`config.mk`:
```
export PLATFORM = sky130hd
export DESIGN_NAME = pipeline_hazard_ctrl
export DESIGN_NICKNAME = d
export VERILOG_FILES = /design/src/rtl/pipeline_hazard_ctrl.sv
export SDC_FILE = /design/constraint.sdc
export NUM_CORES = 1
export LEC_CHECK = 0
export BUFFER_PORTS_ARGS = -buffer_cell sky130_fd_sc_hd__buf_2
export CAP_MARGIN = 25
export CORE_MARGIN = 4
export CORE_UTILIZATION = 48
export CTS_CLUSTER_SIZE = 12
export DETAILED_ROUTE_END_ITERATION = 10
export GPL_TIMING_DRIVEN = 1
export MAX_ROUTING_LAYER = met4
export PLACE_DENSITY = 0.91
export SETUP_SLACK_MARGIN = 0.1
export SKIP_CTS_REPAIR_TIMING = 1
export SLEW_MARGIN = 20
export SYNTH_ARGS = -nofsm -noshare
export SYNTH_HDL_FRONTEND = slang
export SYNTH_SLANG_ARGS = --single-unit
```
`constraint.sdc`:
```
create_clock -name CLK -period 2.34 [get_ports CLK]
set_input_delay 0 -clock CLK [delete_from_list [all_inputs] [get_ports CLK]]
set_output_delay 0 -clock CLK [all_outputs]
set_load 0.05 [all_outputs]
```
`src/rtl/pipeline_hazard_ctrl.sv`:
```
// Hazard and sequencing controller for a five-stage pipeline: drives PC enable and the
// enable/flush pair of every pipeline register, arbitrates the shared memory port, and drains on halt.
module pipeline_hazard_ctrl #(
  parameter int CNT_W = 16
) (
  input  logic             CLK,
  input  logic             nRST,
  input  logic             ihit,
  input  logic             dhit,
  input  logic             dmemREN,
  input  logic             dmemWEN,
  input  logic             halt_EX_MEM,
  input  logic             branch_taken_EX_MEM,
  input  logic             dREN_ID_EX,
  input  logic [4:0]       Rt_ID_EX,
  input  logic [4:0]       Rs_IF_ID,
  input  logic [4:0]       Rt_IF_ID,
  output logic             enable_PC,
  output logic             enable_IF_ID,
  output logic             flush_IF_ID,
  output logic             enable_ID_EX,
  output logic             flush_ID_EX,
  output logic             enable_EX_MEM,
  output logic             flush_EX_MEM,
  output logic             enable_MEM_WB,
  output logic             flush_MEM_WB,
  output logic             imemREN_gate,
  output logic             halt,
  output logic [CNT_W-1:0] stall_cycles
);

  // state  | meaning
  // RUN    | normal issue; resolves halt, data miss, branch, load-use, fetch miss
  // DWAIT  | data access outstanding; pipeline frozen, fetch request withheld
  // DRAIN  | one cycle letting the MEM-stage instruction retire before halting
  // HALTED | everything frozen and flushed until reset
  typedef enum logic [1:0] {RUN, DWAIT, DRAIN, HALTED} state_t;

  state_t             state_q, state_d;
  logic               halt_q, halt_d;
  logic [CNT_W-1:0]   stall_q, stall_d;

  logic dmem_req;
  logic load_use;

  assign dmem_req = dmemREN | dmemWEN;
  assign load_use = dREN_ID_EX && (Rt_ID_EX != 5'd0) &&
                    ((Rt_ID_EX == Rs_IF_ID) || (Rt_ID_EX == Rt_IF_ID));

  always_comb begin
    state_d       = state_q;
    enable_PC     = 1'b1;
    enable_IF_ID  = 1'b1;
    flush_IF_ID   = 1'b0;
    enable_ID_EX  = 1'b1;
    flush_ID_EX   = 1'b0;
    enable_EX_MEM = 1'b1;
    flush_EX_MEM  = 1'b0;
    enable_MEM_WB = 1'b1;
    flush_MEM_WB  = 1'b0;
    imemREN_gate  = 1'b1;

    case (state_q)
      RUN: begin
        if (halt_EX_MEM) begin
          enable_PC    = 1'b0;
          flush_IF_ID  = 1'b1;
          flush_ID_EX  = 1'b1;
          flush_EX_MEM = 1'b1;
          state_d      = DRAIN;
        end else if (dmem_req && !dhit) begin
          enable_PC     = 1'b0;
          enable_IF_ID  = 1'b0;
          enable_ID_EX  = 1'b0;
          enable_EX_MEM = 1'b0;
          enable_MEM_WB = 1'b0;
          flush_MEM_WB  = 1'b1;
          imemREN_gate  = 1'b0;
          state_d       = DWAIT;
        end else if (branch_taken_EX_MEM && ihit) begin
          flush_IF_ID  = 1'b1;
          flush_ID_EX  = 1'b1;
          flush_EX_MEM = 1'b1;
        end else if (branch_taken_EX_MEM) begin
          // Hold the branch in MEM until the target fetch returns; bubble WB so it retires once.
          enable_PC     = 1'b0;
          enable_IF_ID  = 1'b0;
          flush_ID_EX   = 1'b1;
          enable_EX_MEM = 1'b0;
          flush_MEM_WB  = 1'b1;
        end else if (load_use || !ihit) begin
          enable_PC    = 1'b0;
          enable_IF_ID = 1'b0;
          flush_ID_EX  = 1'b1;
        end
      end

      DWAIT: begin
        imemREN_gate = 1'b0;
        enable_PC    = 1'b0;
        enable_IF_ID = 1'b0;
        enable_ID_EX = 1'b0;
        if (dhit) begin
          flush_EX_MEM = 1'b1;
          state_d      = RUN;
        end else begin
          enable_EX_MEM = 1'b0;
          enable_MEM_WB = 1'b0;
          flush_MEM_WB  = 1'b1;
        end
      end

      DRAIN: begin
        imemREN_gate  = 1'b0;
        enable_PC     = 1'b0;
        enable_IF_ID  = 1'b0;
        enable_ID_EX  = 1'b0;
        enable_EX_MEM = 1'b0;
        flush_IF_ID   = 1'b1;
        flush_ID_EX   = 1'b1;
        flush_EX_MEM  = 1'b1;
        state_d       = HALTED;
      end

      default: begin
        imemREN_gate  = 1'b0;
        enable_PC     = 1'b0;
        enable_IF_ID  = 1'b0;
        enable_ID_EX  = 1'b0;
        enable_EX_MEM = 1'b0;
        enable_MEM_WB = 1'b0;
        flush_IF_ID   = 1'b1;
        flush_ID_EX   = 1'b1;
        flush_EX_MEM  = 1'b1;
        flush_MEM_WB  = 1'b1;
      end
    endcase

    // Reset must freeze and flush every stage without waiting for a clock edge.
    if (!nRST) begin
      enable_PC     = 1'b0;
      enable_IF_ID  = 1'b0;
      enable_ID_EX  = 1'b0;
      enable_EX_MEM = 1'b0;
      enable_MEM_WB = 1'b0;
      flush_IF_ID   = 1'b1;
      flush_ID_EX   = 1'b1;
      flush_EX_MEM  = 1'b1;
      flush_MEM_WB  = 1'b1;
      imemREN_gate  = 1'b0;
    end
  end

  always_comb begin
    halt_d  = halt_q | (state_q == DRAIN);
    stall_d = stall_q;
    if (!enable_PC && (state_q != HALTED) && (stall_q != {CNT_W{1'b1}})) begin
      stall_d = stall_q + {{(CNT_W-1){1'b0}}, 1'b1};
    end
  end

  always_ff @(posedge CLK or negedge nRST) begin
    if (!nRST) begin
      state_q <= RUN;
      halt_q  <= 1'b0;
      stall_q <= '0;
    end else begin
      state_q <= state_d;
      halt_q  <= halt_d;
      stall_q <= stall_d;
    end
  end

  assign halt         = halt_q;
  assign stall_cycles = stall_q;

endmodule

```
Word level (Yosys, flattened, before mapping). Index checks and enable logic that the tools add are counted.

Output and inout port bits: 27. Register bits after elaboration: 19. Word-level logic and storage cells: 77. Input port bits: 24.

Reduce and logical (&&, ||, !) cells: 15. Equality and inequality tests: 8. Bitwise logic cells: 2. Add/sub/neg operators: 1. Mux-type cells: 48.

Operators with widths (number): 2-to-1 mux 1 bit (38); adder 16 x 1 -> 16 bit, second input constant (1); inequality test 16 bit, second input constant (1); equality test 5 bit (2); one-hot mux 1 bit (2 select lines) (4); logical AND 1 bit (6); 2-to-1 mux 2 bit (3); one-hot mux 1 bit (3 select lines) (2); one-hot mux 2 bit (3 select lines) (1); nonzero test 5 bit (1); inequality test 2 bit, second input constant (2); zero test 1 bit (3); inequality test 3 bit, second input constant (1); AND reduction 3 bit (1); nonzero test 3 bit (1); equality test 2 x 1 -> 1 bit, second input constant (1); equality test 2 bit, second input constant (1); zero test 2 bit (1); logical OR 1 bit (2); OR 1 bit (2).

Longest topological paths before layout. Gate-level depths: netlist (run 1).

Depth in word-level cells: 14. Depth in mapped cells: 8. Depth with buffers taken out: 7.

Worst setup path after synthesis (run 1). OpenSTA, ideal clock, no wires.

Kind: reg2reg. Start: register stall_q[0], in the netlist stall_cycles[0]. End: register stall_q[1], in the netlist stall_cycles[1]. Path slack: -57 ps. Required time: 2215 ps. Stages on the path, launching flop included: 8. Clock period less this slack: 2397 ps. Arrival: 2272 ps. Path buffers: 1. Setup time: 125 ps. Path through: dfrtp_1 > ha_1 > nand2_1 > nor3_1 > a21oi_1 > a31oi_4 > buf_6 > mux2_4.

Cells in the longest elaborated chain, start to end: 2. Elaborated cells on any way between the ends: 3. Classes of those cells: add/sub (1); eq/ne (1); reduce/logical (1).

Ends and longest elaborated chain: start: declaration (RTL line 41) `logic [CNT_W-1:0] stall_q, stall_d;`; start signal: assignment (RTL line 170) `stall_q <= stall_d;`; parallel branches: the longest is 2 deep, another holds adder 16 x 1 -> 16 bit.

Parallel ways; which one is timed is not known. A chain may end at the register's enable or synchronous reset.

Worst setup path in the final report (run 1).
Start: register state_q[1]. End: output port flush_ID_EX.

Cells in the longest elaborated chain, start to end: 3. Elaborated cells on any way between the ends: 4. Classes of those cells: eq/ne (1); mux (2); reduce/logical (1).

Ends and longest elaborated chain: start: declaration (RTL line 39) `state_t state_q, state_d;`; start signal: assignment (RTL line 168) `state_q <= state_d;`; equality test 2 x 1 -> 1 bit or zero test 2 bit (tied branches) (RTL line 63) `case (state_q)`; one-hot mux 1 bit (2 select lines) * (RTL line 63); 2-to-1 mux 1 bit * (RTL line 140) `if (!nRST) begin`; end: declaration (RTL line 22) `output logic flush_ID_EX,`.

Every way passes the cells marked *; elsewhere a longest branch is shown, timed or not.

==> impl_metrics.tcl, run 1 <==
set metrics [dict create \
    status "completed" \
    p_clk_share_pct 29.1 \
    syn_area_per_cell_um2 9.261 \
    area_delta_synth_final_pct 27.21 \
    grt_pass1_wl_um 5250 \
    synth-edff-count 0 \
    io_buffers 50 \
    synthCells 142 \
    h-tree-depth 1 \
    hp-start "halt_EX_MEM" \
    period_needed_ps 2051 \
    drv_cap 0 \
    ys_seq_area_share_pct 36.16 \
    worstHoldPathCells 4 \
    antennaDiodeCount 0 \
    drc 0 \
    ys.flop_type "dfrtp_1" \
    routedWlPerCell_um 13.60 \
    wl_um 3114 \
    power_frac_seq_pct 58.3 \
    dr.pass1.iters 4 \
    grt.overflow.total 0 \
    cts_sinks 19 \
    cts_buffers 3 \
    syn-num-nets 172 \
    max_stage_delay_ps 430 \
    slew_viol_final 0 \
    p_sw_w 0.0001368 \
    antenna_found_initial 0 \
    internal-power_w 0.0004255 \
    synthDominantCellAreaShare_pct 36.16 \
    placementRows 18 \
    dp_slack_ps 242.9 \
    fin_crit_sh_pct 87.66 \
    clock_latency_ps 300 \
    stdcell_area_um2 1673 \
    path_clk_slew_ps 100 \
    drive_gt1_share_pct 36.68 \
    grtUsageTotal_pct 19.20 \
    yosysWarnings 0 \
    postPlaceCellArea_um2 1615 \
    max_slew_margin_pct 59.53 \
    ant_nets 0 \
    crit_slowest_cell "dfrtp_1" \
    setup_tns_ps 0 \
    async_flop_share_pct 100.0 \
    synth_seq_cells 19 \
    vias_per_cell 5.371 \
    initialDrtViolationCount 101 \
    rr_endpoint "stall_cycles[15]$_DFFE_PN0P_" \
    fp.dieW_um 60.34 \
    yosysTopAreaCell "dfrtp_1" \
    clock_skew_ps 13.05 \
    ir_drop_uv 372.4 \
    crit_type "reg -> out" \
    hold_end "state_q[0]$_DFFE_PN0P_" \
    setup_viol 0 \
    hold_viol 0 \
    max_freq_mhz 487.5 \
    clockBufferDepth 2 \
    leakage_nw 0.6857 \
    setup_slack_ps 288.8 \
    rsz0062_at_grt "false" \
    place_congestion 0.8544 \
    worstPathCellList "inv_1 -> ha_1 -> buf_4 -> o21ai_0 -> a31o_2 -> o211ai_1 -> buf_2" \
    power_w 0.0005624 \
    grt_pass1_vias 1233 \
    r2r_slack_ps 300 \
    min-delay-path-class "in -> reg" \
    layout_commonest_cell "buf_2" \
    cp_data_required_time_ps 2340 \
    design.die.area_um2 3641 \
    worst_pin_slew_ps 600.7 \
    hpwl_um 2483 \
    power_density_nw_per_um2 336.2 \
    reg2regPathDepth 8 \
    pwr-share-comb_pct 12.6 \
    swShare_pct 24.33 \
    ios 51 \
    critPathMaxFanout 7 \
    core_area_um2 2545 \
    grt_max_degree 25 \
    synth_area_um2 1315 \
    start_kind "flip-flop" \
    root_buffer "clkbuf_4" \
    vias 1230 \
    worst_setup_path_end_kind "output port" \
    final_cell_mix "50 x buf_2, 17 x dfrtp_1, 15 x xnor2_1, 12 x nand2_1, 11 x inv_1" \
    worstPathArrival_ps 2050 \
    ys_top_cells_by_area "dfrtp_1 36%, xnor2_1 10%, xor2_1 6.7%, ha_1 5.7%, nand2_1 3.4%" \
    synth_cell_type_count 36 \
    nNetsFinal 230 \
    initial_utilization_pct 51.67 \
    cts_tree "built" \
    reg2reg_from "state_q[0]$_DFFE_PN0P_" \
    die_h_um 60.34 \
]
## state kept, by name (all words and copies together), names as in the netlist
name / cells
state_q: 2
stall_cycles: 16
halt: 1
## critical path: cells and delay by family (launching register included)
kind	cells	cell delay, ps
AO/OA/AOI/OAI	3	620
flip-flops	1	430
adder cells (fa/ha/maj)	1	170
buffers and inverters	3	560
## synth_stat cells (5+ instances only)
| master | instances |
|---|---|
| a21oi_1 | 6 |
| dfrtp_1 | 19 |
| ha_1 | 6 |
| inv_1 | 11 |
| nand2_1 | 12 |
| nand3_1 | 8 |
| nor2_1 | 8 |
| nor3_1 | 5 |
| o21ai_0 | 6 |
| xnor2_1 | 15 |
| xor2_1 | 10 |
## power groups by stage
stage / clock network (W) / logic (W) / registers (W)
floorplan: 0 / 0.0000296 / 0.000335
global placement: 0 / 0.0000677 / 0.000335
detailed placement: 0 / 0.0000696 / 0.000335
CTS: 0.000167 / 0.0000698 / 0.000328
global route: 0.000182 / 0.0000788 / 0.000328
finish: 0.000163 / 0.0000709 / 0.000328
## routing by layer
| metal | wire, um | GRT usage [%] | up-vias |
|---|---|---|---|
| met4 | 12 | 4.747 | 0 |
| met2 | 1523 | 32.25 | 48 |
| met1 | 1369 | 24.23 | 576 |
| met5 | 0 | - | - |
| met3 | 208 | 2.979 | 2 |
| li1 | - | - | 604 |
## per-stage QoR
| step | util [%] | hold WS, ps | cells |
|---|---|---|---|
| after floorplan | - | -295.6 | 142 |
| after global placement | 63.47 | 13.35 | 223 |
| after detailed placement | 63.47 | 11.09 | 223 |
| after CTS | 64.55 | -319.3 | 227 |
| after global routing | 65.73 | 200.6 | 229 |
| final | 65.73 | 146.9 | 229 |
## cells by family (layout without fill, tap and decap cells)
| family | after synthesis | in the layout | synth area share (%) |
|---|---|---|---|
| fa+ha+maj | 6 | 6 | 5.709 |
| xor+xnor | 25 | 25 | 16.65 |
| flops | 19 | 19 | 36.16 |
| buf+inv | 13 | 70 | 4.567 |
| mux | 1 | 1 | 1.141 |
| simple gates | 56 | 56 | 23.79 |
| compound gates | 22 | 22 | 11.99 |
## final cells by class
type | count | area, um^2
Fill cell | 219 | 872.1
Multi-Input combinational cell | 110 | 785.8
Tap cell | 30 | 37.54
Sequential cell | 19 | 478.0
Inverter | 11 | 41.29
Clock buffer | 3 | 22.52
Clock inverter | 1 | 5.005
Timing Repair Buffer | 55 | 302.8
## worst max-delay path by stage
stage	end	slack (ps)	start	depth (start not counted)
floorplan	stall_cycles[1]$_DFFE_PN0P_	90	stall_cycles[2]$_DFFE_PN0P_	6
global placement	stall_cycles[1]$_DFFE_PN0P_	320	stall_cycles[0]$_DFFE_PN0P_	6
detailed placement	stall_cycles[1]$_DFFE_PN0P_	240	stall_cycles[0]$_DFFE_PN0P_	6
CTS	stall_cycles[1]$_DFFE_PN0P_	200	stall_cycles[0]$_DFFE_PN0P_	6
global route	flush_ID_EX	140	state_q[1]$_DFFE_PN0P_	7
finish	flush_ID_EX	290	state_q[1]$_DFFE_PN0P_	7
Power figures use the tool's default switching activity.
==> inputs of run 2 (changes only) <==
- CORE_ASPECT_RATIO: default -> 0.8
- HOLD_SLACK_MARGIN: default -> 0.15
==> run 2 against run 1 <==
  * Maximum frequency decreased by 3.5%
  * Global-route usage decreased by 0.41 points
  * Clock skew decreased by 12 ps
  * Count of clock-buffer cells in the layout unchanged
  * Clock power increased by 2%
  * Critical path type is now reg -> reg
==> impl_metrics.tcl, run 2 (same netlist as run 1, synthesis figures left out) <==
set metrics [dict create \
    grt_pass1_wl_um 5023 \
    largest_reg_flops 16 \
    stdcell_area_um2 1659 \
    power_density_nw_per_um2 340.8 \
    h-tree-depth 1 \
    final_cell_mix "50 x buf_2, 17 x dfrtp_1, 15 x xnor2_1, 12 x nand2_1, 11 x inv_1" \
    core_area_um2 2522 \
    drv_cap 0 \
    nNetsFinal 228 \
    routedWlPerCell_um 12.87 \
    worst_pin_slew_ps 547.2 \
    antennaDiodeCount 0 \
    grtUsageTotal_pct 18.79 \
    leakage_nw 0.6696 \
    postPlaceCellArea_um2 1615 \
    rsz0062_at_grt "true" \
    nFillCells 218 \
    layout_commonest_cell "buf_2" \
    initialDrtViolationCount 79 \
    grt_max_degree 25 \
    max_slew_margin_pct 63.52 \
    clockBufferDepth 2 \
    placementRows 16 \
    path_clk_slew_ps 110 \
    max_freq_mhz 470.6 \
    grt_pass1_vias 1118 \
    area_delta_synth_final_pct 26.17 \
    status "completed" \
    wl_um 2999 \
    fin_crit_sh_pct 90.81 \
    ios 51 \
    grt.overflow.total 0 \
    dr.pass1.iters 4 \
    cts_sinks 19 \
    final_cells 233 \
    clock_latency_ps 300 \
    dp_cells 228 \
    hold_viol 0 \
    antenna_found_initial 0 \
    vias_per_cell 5.116 \
    ant_nets 0 \
    design.die.area_um2 3646 \
    cts_tree "built" \
    worstPathArrival_ps 2320 \
    setup_viol 0 \
    cts_buffers 3 \
    drive_gt1_share_pct 36.55 \
    place_congestion 0.8795 \
    setup_tns_ps 0 \
    fp.dieW_um 66.52 \
    vias 1192 \
    clock_skew_ps 1.106 \
    worst_setup_path_end_kind "flip-flop" \
    root_buffer "clkbuf_4" \
    initial_utilization_pct 52.13 \
    drc 0 \
    hpwl_um 2429 \
    cp_data_required_time_ps 2540 \
    start_kind "flip-flop" \
    ir_drop_uv 305.3 \
    critPathMaxFanout 16 \
    crit_type "reg -> reg" \
    min-delay-path-class "in -> reg" \
    slew_viol_final 0 \
    period_needed_ps 2125 \
    io_buffers 50 \
    die_h_um 54.82 \
]
[run 2: cell types whose count changed in the layout (fill, tap and decap cells not counted)]
| cell | previous run | this run |
|---|---|---|
| o21ai_1 | 1 | 2 |
| buf_4 | 3 | 2 |
| buf_12 | 1 | 0 |
| o21ai_0 | 6 | 5 |
| nor4_1 | 3 | 2 |
| nor4_2 | 1 | 2 |
[run 2: layout make-up]
class                           count  area [um^2]  area share, %
Clock buffer                        3        22.52          1.357
Tap cell                           36        45.04          2.715
Sequential cell                    19        478.0          28.81
Inverter                           11        41.29          2.489
Clock inverter                      1        5.005         0.3017
Multi-Input combinational cell    110        792.0          47.74
Timing Repair Buffer               53        275.3          16.59
[run 2: worst paths after layout]
kind / start / to / slack (ps) / depth (start not counted)
min in group asynchronous: nRST / stall_cycles[11]$_DFFE_PN0P_ / 220 / 3
min reg2reg: halt$_DFF_PN0_ / halt$_DFF_PN0_ / 480 / 1
max reg2reg: state_q[0]$_DFFE_PN0P_ / stall_cycles[1]$_DFFE_PN0P_ / 220 / 6
max: state_q[0]$_DFFE_PN0P_ / stall_cycles[1]$_DFFE_PN0P_ / 220 / 6
min: halt_EX_MEM / state_q[1]$_DFFE_PN0P_ / 150 / 5
max in group asynchronous: nRST / stall_cycles[0]$_DFFE_PN0P_ / 1880 / 3
[run 2: routing by layer]
| metal | part of all wire, % | global-route usage (%) |
|---|---|---|
| met4 | 0.87 | 5.743 |
| met3 | 5.4 | 4.723 |
| met1 | 47 | 23.59 |
| met2 | 47 | 30.15 |
| met5 | 0 | - |
[run 2: through the flow]
stage / hold slack [ps] / setup WS, ps / power, W / util (%)
after floorplan: -295.6 / 85.08 / 0.0003642 / -
after global placement: 23.19 / 298.0 / 0.0004024 / 64.04
after detailed placement: 23.15 / 228.1 / 0.0004032 / 64.04
after CTS: -313.9 / 205.7 / 0.0005692 / 65.13
after global routing: 185.1 / 39.62 / 0.0005934 / 65.77
final: 145.7 / 215.1 / 0.0005655 / 65.77
[run 2: report_power, final]
| part | total [W] | leakage [nW] | switching [W] | internal [W] |
|---|---|---|---|---|
| logic | 0.0000704 | 0.456 | 0.0000366 | 0.0000338 |
| registers | 0.000328 | 0.196 | 0 | 0.000328 |
| clock network | 0.000167 | 0.0177 | 0.000103 | 0.0000638 |
| total | 0.000565 | 0.670 | 0.000140 | 0.000426 |
[run 2: critical path, cell delays in order (launching register included)]
cell and delay (ps):
dfrtp_1 430, inv_1 120, ha_1 310, and3_1 240
a221oi_2 90, a31oi_4 490, mux2_4 340
